$ cat src/rtl/uart_tx_arbiter.sv
`default_nettype none
// ============================================================================
// Module      : uart_tx_arbiter
// Description : Shares one UART transmitter among four byte requesters.
//               Round-robin grant per byte, locked to one requester until
//               it flags the last byte of a message, optional idle gap
//               after each frame, and a watchdog that aborts a transmitter
//               that never reports done.
// Revision    : 1.0 - initial release
// ============================================================================
module uart_tx_arbiter #(
  parameter int GAP_CLKS     = 0,
  parameter int TIMEOUT_CLKS = 4096
) (
  input  logic        i_Clock,
  input  logic        i_Reset_n,
  input  logic [3:0]  i_Req_Valid,
  input  logic [31:0] i_Req_Byte,
  input  logic [3:0]  i_Req_Last,
  output logic [3:0]  o_Req_Ready,
  output logic        o_TX_DV,
  output logic [7:0]  o_TX_Byte,
  input  logic        i_TX_Done,
  output logic [3:0]  o_Grant,
  output logic        o_Busy,
  output logic        o_Error
);

  // Counters run 0..N-1, so they only need to hold N-1 and never wrap.
  localparam int c_TO_W   = (TIMEOUT_CLKS > 1) ? $clog2(TIMEOUT_CLKS) : 1;
  localparam int c_GAP_W  = (GAP_CLKS > 1) ? $clog2(GAP_CLKS) : 1;
  localparam int c_TO_L   = (TIMEOUT_CLKS > 0) ? TIMEOUT_CLKS - 1 : 0;
  localparam int c_GAP_L  = (GAP_CLKS > 0) ? GAP_CLKS - 1 : 0;
  localparam logic [c_TO_W-1:0]  c_TO_LAST  = c_TO_W'(c_TO_L);
  localparam logic [c_GAP_W-1:0] c_GAP_LAST = c_GAP_W'(c_GAP_L);

  localparam logic [1:0] c_ST_IDLE      = 2'd0;
  localparam logic [1:0] c_ST_WAIT_DONE = 2'd1;
  localparam logic [1:0] c_ST_GAP       = 2'd2;

  logic [1:0]         r_state;
  logic               r_lock;
  logic [1:0]         r_owner;
  logic [1:0]         r_last_grant;
  logic               r_tx_dv;
  logic [7:0]         r_tx_byte;
  logic               r_error;
  logic [c_TO_W-1:0]  r_to_cnt;
  logic [c_GAP_W-1:0] r_gap_cnt;

  logic               w_sel_found;
  logic [1:0]         w_sel_id;
  logic               w_accept;

  function automatic logic [3:0] onehot(input logic [1:0] id);
    return 4'b0001 << id;
  endfunction

  // Pick the next requester: the locked owner only, else round-robin after last grant.
  always_comb begin
    w_sel_found = 1'b0;
    w_sel_id    = 2'd0;
    if (r_lock) begin
      w_sel_id    = r_owner;
      w_sel_found = i_Req_Valid[r_owner];
    end else begin
      for (int i = 1; i <= 4; i++) begin
        if (!w_sel_found && i_Req_Valid[r_last_grant + 2'(i)]) begin
          w_sel_found = 1'b1;
          w_sel_id    = r_last_grant + 2'(i);
        end
      end
    end
  end

  assign w_accept    = (r_state == c_ST_IDLE) && w_sel_found;
  assign o_Req_Ready = w_accept ? onehot(w_sel_id) : 4'b0000;

  // Arbitration state, launch strobe, watchdog and gap timing.
  always_ff @(posedge i_Clock or negedge i_Reset_n) begin
    if (!i_Reset_n) begin
      r_state      <= c_ST_IDLE;
      r_lock       <= 1'b0;
      r_owner      <= 2'd0;
      r_last_grant <= 2'd3;
      r_tx_dv      <= 1'b0;
      r_tx_byte    <= 8'h00;
      r_error      <= 1'b0;
      r_to_cnt     <= '0;
      r_gap_cnt    <= '0;
    end else begin
      r_tx_dv <= 1'b0;
      r_error <= 1'b0;
      case (r_state)
        c_ST_IDLE: begin
          if (w_accept) begin
            r_tx_byte    <= i_Req_Byte[8*w_sel_id +: 8];
            r_tx_dv      <= 1'b1;
            r_last_grant <= w_sel_id;
            r_owner      <= w_sel_id;
            r_lock       <= ~i_Req_Last[w_sel_id];
            r_to_cnt     <= '0;
            r_state      <= c_ST_WAIT_DONE;
          end
        end
        c_ST_WAIT_DONE: begin
          // Done wins over a timeout landing in the same cycle.
          if (i_TX_Done) begin
            r_to_cnt <= '0;
            if (GAP_CLKS > 0) begin
              r_gap_cnt <= '0;
              r_state   <= c_ST_GAP;
            end else begin
              r_state <= c_ST_IDLE;
            end
          end else if (r_to_cnt == c_TO_LAST) begin
            r_error  <= 1'b1;
            r_lock   <= 1'b0;
            r_to_cnt <= '0;
            r_state  <= c_ST_IDLE;
          end else begin
            r_to_cnt <= r_to_cnt + 1'b1;
          end
        end
        c_ST_GAP: begin
          if (r_gap_cnt == c_GAP_LAST) begin
            r_gap_cnt <= '0;
            r_state   <= c_ST_IDLE;
          end else begin
            r_gap_cnt <= r_gap_cnt + 1'b1;
          end
        end
        default: r_state <= c_ST_IDLE;
      endcase
    end
  end

  // Owner is shown while a frame is in flight, and while a message holds the lock.
  always_comb begin
    o_Grant = 4'b0000;
    if (r_state != c_ST_IDLE) begin
      o_Grant = onehot(r_owner);
    end else if (r_lock) begin
      o_Grant = onehot(r_owner);
    end
  end

  assign o_TX_DV   = r_tx_dv;
  assign o_TX_Byte = r_tx_byte;
  assign o_Busy    = (r_state != c_ST_IDLE);
  assign o_Error   = r_error;

endmodule
`default_nettype wire

$ cat config.mk
export PLATFORM = sky130hd
export DESIGN_NAME = uart_tx_arbiter
export DESIGN_NICKNAME = d
export VERILOG_FILES = /design/src/rtl/uart_tx_arbiter.sv
export SDC_FILE = /design/constraint.sdc
export NUM_CORES = 1
export LEC_CHECK = 0
export CAP_MARGIN = 20
export CORE_UTILIZATION = 45
export DETAILED_ROUTE_END_ITERATION = 6
export PLACE_DENSITY_LB_ADDON = 0.05
export SYNTH_ARGS = -nofsm -noshare
export SYNTH_HDL_FRONTEND = slang
export SYNTH_SLANG_ARGS = --single-unit
$ cat constraint.sdc
create_clock -name i_Clock -period 2.11 [get_ports i_Clock]
set_input_delay 0.422 -clock i_Clock [delete_from_list [all_inputs] [get_ports i_Clock]]
set_output_delay 0.422 -clock i_Clock [all_outputs]
set_load 0.02 [all_outputs]
# Word-level counts from Yosys, hierarchy flattened
# Index checks and enable logic that the tools add are counted.
# classes
addsub	5
magnitude_cmp	6
n_eq_ne	8
shift	3
mux	47
bitwise_logic	1
n_reduce_logical	14
# ops
op	count
$mux 12	3
$shiftx 32x6->8	1
$pmux 12 s2	1
$mux 1	23
$lt 2x3->1 const B	6
$mux 2	9
$add 12x1->12 const B	1
$bmux 1 s2	6
$eq 12x12->1 const B	1
$mux 4	3
$ne 2x2->1 const B	4
$shl 1x2->4 const A	2
$pmux 2 s3	1
$add 2x2->2 const B	2
$logic_and 1x1->1	4
$reduce_and 2->1	2
$reduce_and 4->1	1
$reduce_bool 2->1	2
$logic_not 1->1	3
$ne 3x3->1 const B	1
$reduce_and 3->1	1
$add 2x1->2 const B	1
$eq 2x1->1 const B	1
$eq 2x2->1 const B	1
4 further kinds	4
# word_totals
reg_bits	30
inputBits	43
out_inout_bits	19
word_cells	93

# Logic depth before layout (Yosys ltp)
# Gate-level depths: netlist of run 1.
# depth
word_depth	22
ltp_mapped	8
depth_no_buf	7

# Worst setup path before layout of run 1
# OpenSTA, ideal clock, no wires.
# synth_path
path_type	reg2out
startpoint	reg r_last_grant[1]
endpoint	out o_Req_Ready[1]
arrival_time_ns	1.698
required_time_ns	1.688
slack_ns	-0.010
path_stages_with_launch	8
n_path_buf	1
path_cell_list	dfstp_2 -> nand2b_1 -> a21oi_1 -> o31ai_1 -> o22a_2 -> buf_4 -> inv_1 -> nor2_1
# synth_between
elab_chain_len	19
word_cells_on_any_way	33
classes_between	3 x add/sub; 1 x shift; 22 x mux; 7 x reduce/logical
# synth_lines
item	line_no	source
start, declared	44	logic [1:0] r_last_grant;
start signal, assigned	99	r_last_grant <= w_sel_id;
$add 2x1->2	68, 70	
$bmux 1 s2	68	if (!w_sel_found && i_Req_Valid[r_last_grant + 2'(i)]) begin
$mux 1 (implied by the code)	68	
$mux 1	68	
$mux 1	63	if (r_lock) begin
$logic_not 1->1	68	
$logic_and 1x1->1	68	
$mux 1	68	
(+3 left out)	--	
$mux 1	68	
$mux 1	63	
$logic_not 1->1	68	
$logic_and 1x1->1	68	
$mux 2 or $mux 1 (tied branches)	68	
$mux 2 or $mux 1 (tied branches)	63	
$shl 1x2->4 or $logic_and 1x1->1 (tied branches)	56, 76	
$mux 4 *	77	assign o_Req_Ready = w_accept ? onehot(w_sel_id) : 4'b0000;
end, declared	20	output logic [3:0] o_Req_Ready,
# Mark *: on every way between the ends. The rest lies on a longest branch, timed or not. The select of a mux whose other input is x is not followed.

# Worst setup path after layout of run 1
# layout_path
startpoint	reg r_last_grant[1]
endpoint	out o_Req_Ready[2]
# The elaborated chain is that of the path after synthesis.

==> flow_summary.toml, run 1 <==
[timing]
maxSlewViolCount = 0
tightest_slew_ns = 0.4527
setup_viol = 8
setup_tns_ns = -0.4840
grt_setup_unrepaired = "true"
final.setup_skew_ns = 0.003354
final-hold-violation-count = 0
fin_crit_ns = 2.223
worst_slack_ns = -0.1126
fmax_ghz = 0.4499
fin_crit_sh = 1.053
max_slew_margin = 0.6959

[final_layout]
multi_input_area_um2 = 1079
regArea_um2 = 704.4
nets = 321
fill_cells = 247
area_growth_pct = 63.65
diodes = 0
drive_gt1_frac = 0.2899
post-route-util = 0.7727
final_common_cell = "clkdlybuf4s50_1"
design_area_um2 = 2850
layout_common_cells = "clkdlybuf4s50_1 (49), buf_4 (30), dfrtp_1 (25)"

[die]
die_area_um2 = 4123
io_pins = 62
die_h_um = 64.21
dieWidth_um = 64.21
start_util = 0.4722
rows = 22
core_area_um2 = 3689

[synthesis]
yosys.area.top_type = "dfrtp_1"
synth-warning-count = 0
synthTopCellsByArea = "dfrtp_1 (37%), mux2i_1 (11%), nand2_1 (5.0%)"
yosysTopAreaCellShare = 0.3736
synthArstFlopShare = 1.000
synthCells = 183
yosysSeqAreaShare = 0.4037
synth_edf_count = 0
syn-num-nets = 227
avgSynthCellArea_um2 = 9.517
synthFlopType = "dfrtp_1"
synthDistinctLibCells = 45
synth-seq-cells = 28
syn_area_um2 = 1742

[worst_setup_path]
worstSetupStartpoint = "r_last_grant[1]$_DFFE_PN1P_"
cp.required_ns = 1.69
start_kind = "flip-flop"
critPathMaxStageDelay_ns = 0.57
cp_slowest_cell = "dfstp_2"
r2r_start = "r_last_grant[1]$_DFFE_PN1P_"
cp.depth = 7
cpLargestDelayFamily = "flip-flops"
worstPathArrival_ns = 1.80
endpoint_kind = "output port"
crit_chain = "nand2b_4 > a21oi_4 > o31ai_2 > o22a_2 > buf_12 > nor2_4 > buf_6"
cp_max_fo = 4
crit_type = "reg2out"
reg2reg_depth = 8
critical_path_buf_inv_count = 2

[grt]
grt_overflow = 0
grt_pass1_wl_um = 7990
antenna_found_initial = 0
grt_start_max_net_pins = 29
grt_pass1_vias = 1741
grtUsageTotal = 0.2487

[place]
dpl_cell_area_um2 = 2554
hpwl_um = 3456
io_buffers = 61
gp_congestion = 0.8676

[cts]
worstSkewPairLatency_ns = 0.28
numCtsBuffers = 3
clk_pin_slew_ns = 0.10
numClockSinks = 28
htreeDepth = 1
cts_tree = "yes"
cts_buffer_depth = 2
ctsRootBufferMaster = "clkbuf_8"

[route]
maxUsedRoutingLayer = "met4"
ant_nets = 0
post_drt_wl_per_cell_um = 14.97
drtIter0Drc = 114
dr.pass1.iters = 4
met3_wirelength_um = 290
wl_met1_um = 2078
drt-total-wl_um = 4851
avgViaCountPerCell = 5.435
met2_length_um = 2440
vias = 1761
post-route-drc-count = 0

[pwr]
pwr-share-clk = 0.113
p_switching_w = 0.001496
p_leak_nw = 1.267
p_sw_frac = 0.3936
combPwrFrac = 0.664
power_density_nw_per_um2 = 1333
ir_worst_vdd_mv = 0.9037
fin_total_pwr_w = 0.003800
intPower_w = 0.002304
pwr-share-seq = 0.223

[worst_hold_path]
min_from = "o_TX_Byte[7]$_DFFE_PN0P_"
min_path_type = "reg2reg"
min_path_cells = 2

[flow_run]
maxCapViolations = 0

[run_status]
status = "finished, violations left"
failed_checks = "setup timing"
==> cell usage after synthesis (2+ instances only) <==
cell type  number
buf_6           2
o221ai_1        8
o31ai_1         4
and3_1          5
a31oi_1         3
or2_2           2
nand2_1        23
nor2b_1         2
dfrtp_1        26
dfstp_2         2
nor2_1         16
inv_1           4
mux2i_1        20
buf_4           3
o21ai_0        16
nand2b_1        7
nand3b_1        3
nand3_1         4
xor2_1          3
nor3_1          5
==> cell families (layout without fill, tap and decap cells) <==
| group | count (synthesis) | count (layout) | synth area share |
|---|---|---|---|
| simple gates | 74 | 74 | 0.2141 |
| compound gates | 42 | 42 | 0.1710 |
| flops | 28 | 28 | 0.4037 |
| mux | 22 | 22 | 0.1343 |
| fa+ha+maj | 1 | 1 | 0.007183 |
| buf+inv | 13 | 106 | 0.05459 |
| xor+xnor | 3 | 3 | 0.01509 |
==> what timing repair did <==
| item | in CTS | in global routing |
|---|---|---|
| gates resized for setup | 59 | 16 |
| cloned | 0 | 0 |
| pin swaps | 10 | 7 |
| hold buffers | 0 | 0 |
| buffers inserted | 4 | 5 |
| endpoints found under the setup margin | 19 | 25 |
==> worst reg2reg max path, cell delays in order, from the launching register on <==
cell     delay (ns)
dfstp_2        0.57
and3b_2        0.25
a31oi_4        0.06
buf_6          0.14
a41oi_4        0.25
buf_4          0.22
nor2_1         0.05
mux2_2         0.26
a211o_1        0.24
==> final timing paths <==
kind | to | slack (ns)
max | o_Req_Ready[2] | -0.11
max in group asynchronous | r_last_grant[1]$_DFFE_PN1P_ | 1.28
min | o_TX_Byte[7]$_DFFE_PN0P_ | 0.50
max reg2reg | r_lock$_DFFE_PN0P_ | -0.03
min in group asynchronous | r_to_cnt[6]$_DFFE_PN0P_ | 0.51
min reg2reg | o_TX_Byte[7]$_DFFE_PN0P_ | 0.50
==> flip-flops by register name, indices dropped and copies added, names as in the netlist <==
| signal | cells |
|---|---|
| r_to_cnt | 12 |
| o_Error | 1 |
| r_last_grant | 2 |
| o_TX_Byte | 8 |
| r_state | 1 |
| r_owner | 2 |
| o_TX_DV | 1 |
| r_lock | 1 |
==> routing by layer <==
layer,vias to the layer above,global-route usage
met4,0,0.07222
met3,6,0.04643
met1,839,0.3169
met5,-,0
li1,849,-
met2,67,0.4269
==> metrics by stage <==
step	setup slack, ns	hold slack, ns	cells
finish	-0.1126	0.5002	324
global route	-0.2239	0.5381	324
CTS	-0.1151	0.5084	319
detailed placement	-0.8441	0.4725	311
global placement	-0.8126	0.4709	311
floorplan	-0.01033	0.1264	183
==> power groups by stage <==
stage | clock network (W) | logic, W | registers [W]
floorplan | 0 | 0.00113 | 0.000944
CTS | 0.000436 | 0.00232 | 0.000843
finish | 0.000428 | 0.00252 | 0.000847
detailed placement | 0 | 0.00213 | 0.000841
global route | 0.000452 | 0.00271 | 0.000867
global placement | 0 | 0.00209 | 0.000831
==> layout make-up <==
type                    instances  share of cell area
multi-input cells             142              0.3784
repair buffers                 97              0.3209
flip-flops and latches         28              0.2471
well taps                      48             0.02107
clock buffers                   3             0.01449
clock inverters                 1             0.01054
inverters                       5            0.007463
(Power assumes the default switching activity.)
==> run 2: changes to the inputs <==
CTS_CLUSTER_DIAMETER = 30   (was default)
==> results of run 2 <==
Same layout as run 1: the final DEF is identical, and so are final timing and power.
==> run 3: changes to the inputs <==
--- a/config.mk
+++ b/config.mk
@@ -8,2 +8,3 @@
 export CAP_MARGIN = 20
+export CORE_ASPECT_RATIO = 2
 export CORE_UTILIZATION = 45
--- a/constraint.sdc
+++ b/constraint.sdc
@@ -3,2 +3,2 @@
 set_output_delay 0.422 -clock i_Clock [all_outputs]
-set_load 0.02 [all_outputs]
+set_load 0.05 [all_outputs]
==> run 3 against run 2 <==
- the run still ends with setup timing left
- worst setup slack got worse by 0.028 ns
- total power is 12% higher
- largest cell class unchanged
- non-clock buffer count shrank 9
- clock power decreased by 4%
- wire length rose by 12%
- largest power group unchanged
==> flow_summary.toml, run 3 (synthesis results as in run 1) <==
[worst_setup_path]
r2r_start = "r_last_grant[1]$_DFFE_PN1P_"
critical_path_buf_inv_count = 2
cp_slowest_cell = "dfstp_2"
crit_type = "reg2out"
reg2reg_depth = 9
crit_chain = "and3b_2 > o31ai_2 > o22a_2 > buf_6 > nor2_4 > buf_12"
cp_max_fo = 4
r2r_end = "o_TX_Byte[1]$_DFFE_PN0P_"
critPathMaxStageDelay_ns = 0.60
worstPathArrival_ns = 1.83
cpLargestDelayFamily = "flip-flops"
endpoint_kind = "output port"
rrSetupSlack_ns = -0.04
cp.required_ns = 1.69
start_kind = "flip-flop"

[route]
dr.pass1.iters = 4
drtIter0Drc = 31
avgViaCountPerCell = 5.633
post_drt_wl_per_cell_um = 17.16
drt-total-wl_um = 5424
ant_nets = 0
vias = 1780
post-route-drc-count = 0

[final_layout]
largest_reg_flops = 12
drive_gt1_frac = 0.2921
nets = 312
area_growth_pct = 65.73
diodes = 0
final_common_cell = "clkdlybuf4s50_1"
top_register = "r_to_cnt"
fill_cells = 259
layout_common_cells = "clkdlybuf4s50_1 (48), dfrtp_1 (26), buf_4 (22)"
post-route-util = 0.7917

[die]
die_area_um2 = 4138
core_area_um2 = 3646
rows = 31
start_util = 0.4777
io_pins = 62
die_h_um = 89.98
dieWidth_um = 45.99

[timing]
grt_setup_unrepaired = "true"
max_slew_margin = 0.6496
final-hold-violation-count = 0
final.setup_skew_ns = 0.006302
fin_crit_sh = 1.067
worst_slack_ns = -0.1411
fin_crit_ns = 2.251
setup_viol = 8
maxSlewViolCount = 0
tightest_slew_ns = 0.5239
fmax_ghz = 0.4442

[pwr]
p_leak_nw = 1.244
ir_worst_vdd_mv = 1.201
power_density_nw_per_um2 = 1477
fin_total_pwr_w = 0.004264

[run_status]
status = "finished, violations left"
failed_checks = "setup timing"

[grt]
grt_pass1_wl_um = 8493
grt_start_max_net_pins = 29
grt_overflow = 0
antenna_found_initial = 0
grtUsageTotal = 0.2710
grt_pass1_vias = 1901

[cts]
htreeDepth = 1
numCtsBuffers = 3
numClockSinks = 28
worstSkewPairLatency_ns = 0.27
ctsRootBufferMaster = "clkbuf_8"
clk_pin_slew_ns = 0.09
cts_tree = "yes"
holdBufCountCts = 0
cts_buffer_depth = 2

[worst_hold_path]
holdPathEnd = "o_TX_Byte[3]$_DFFE_PN0P_"
min_path_cells = 2
min_from = "o_TX_Byte[3]$_DFFE_PN0P_"
min_path_type = "reg2reg"

[place]
io_buffers = 61
hpwl_um = 3870
gp_congestion = 0.8791

[flow_run]
maxCapViolations = 0
==> run 3: changes by cell type in the layout (fill, tap and decap cells not counted), moves of 2 or more <==
cell,previous run,this run
nor2_4,2,4
clkdlybuf4s15_2,3,1
nand2_1,23,21
buf_4,30,22
mux2i_2,2,4
mux2i_1,18,15
buf_6,8,4
dlygate4sd2_1,4,2
buf_12,1,7
nor2_2,3,1
==> run 3: repair_timing <==
action                                  4_1_cts  5_1_grt
gates resized for setup                      31       18
buffers inserted                              5        2
endpoints found under the setup margin       20       18
gates cloned                                  1        0
pin swaps                                    11        8
==> run 3: worst register-to-register path, cell delays in order (launching register included) <==
cell	delay [ns]
dfstp_2	0.60
nand2b_4	0.15
a21oi_2	0.06
o31ai_2	0.19
o22a_2	0.23
buf_6	0.14
buf_6	0.14
buf_12	0.15
mux2i_1	0.25
o221ai_1	0.14
==> run 3: how the worst max path moves through the flow <==
| stage | from | end | slack, ns | cells after the start |
|---|---|---|---|---|
| 3_5_place_dp | i_Req_Valid[1] | o_Req_Ready[0] | -0.44 | 7 |
| 5_1_grt | r_last_grant[1]$_DFFE_PN1P_ | o_Req_Ready[0] | -0.20 | 8 |
| 3_3_place_gp | i_Req_Valid[1] | o_Req_Ready[0] | -0.38 | 7 |
| 4_1_cts | r_last_grant[1]$_DFFE_PN1P_ | o_Req_Ready[2] | -0.16 | 6 |
| 6_report | r_last_grant[1]$_DFFE_PN1P_ | o_Req_Ready[2] | -0.14 | 6 |
| 2_1_floorplan | r_state[0]$_DFFE_PN0P_ | o_Grant[0] | -0.24 | 2 |
==> run 3: report_power, final <==
| part | internal, W | switching, W |
|---|---|---|
| logic | 0.00139 | 0.00158 |
| registers | 0.000716 | 0.000165 |
| clock network | 0.000254 | 0.000157 |
| total | 0.00236 | 0.00190 |
==> run 3: layout make-up <==
class	count	area, µm²	area share
clock buffer	3	41.29	0.01430
clock inverter	1	30.03	0.01040
inverter	5	23.77	0.008236
timing repair buffer	88	919.6	0.3186
multi-input combinational	142	1107	0.3836
sequential	28	703.2	0.2436
tap	49	61.31	0.02124
==> run 3: per-layer routing <==
metal | GRT usage | share of wire | up-vias
li1 | - | - | 834
met1 | 0.3081 | 0.36 | 878
met2 | 0.4800 | 0.57 | 53
met3 | 0.03012 | 0.036 | 15
met4 | 0.1029 | 0.027 | 0
met5 | 0 | 0 | -
==> run 3: per-stage QoR <==
stage	TNS (ns)	instance area (µm²)	setup slack [ns]	std cells	hold slack, ns
finish	-0.6151	2887	-0.1411	316	0.5018
global route	-1.335	2887	-0.1972	316	0.5275
global placement	-7.121	2577	-0.3823	305	0.4693
floorplan	-0.6547	1765	-0.2379	183	0.1264
CTS	-1.135	2805	-0.1597	315	0.5050
detailed placement	-9.931	2577	-0.4368	305	0.4826
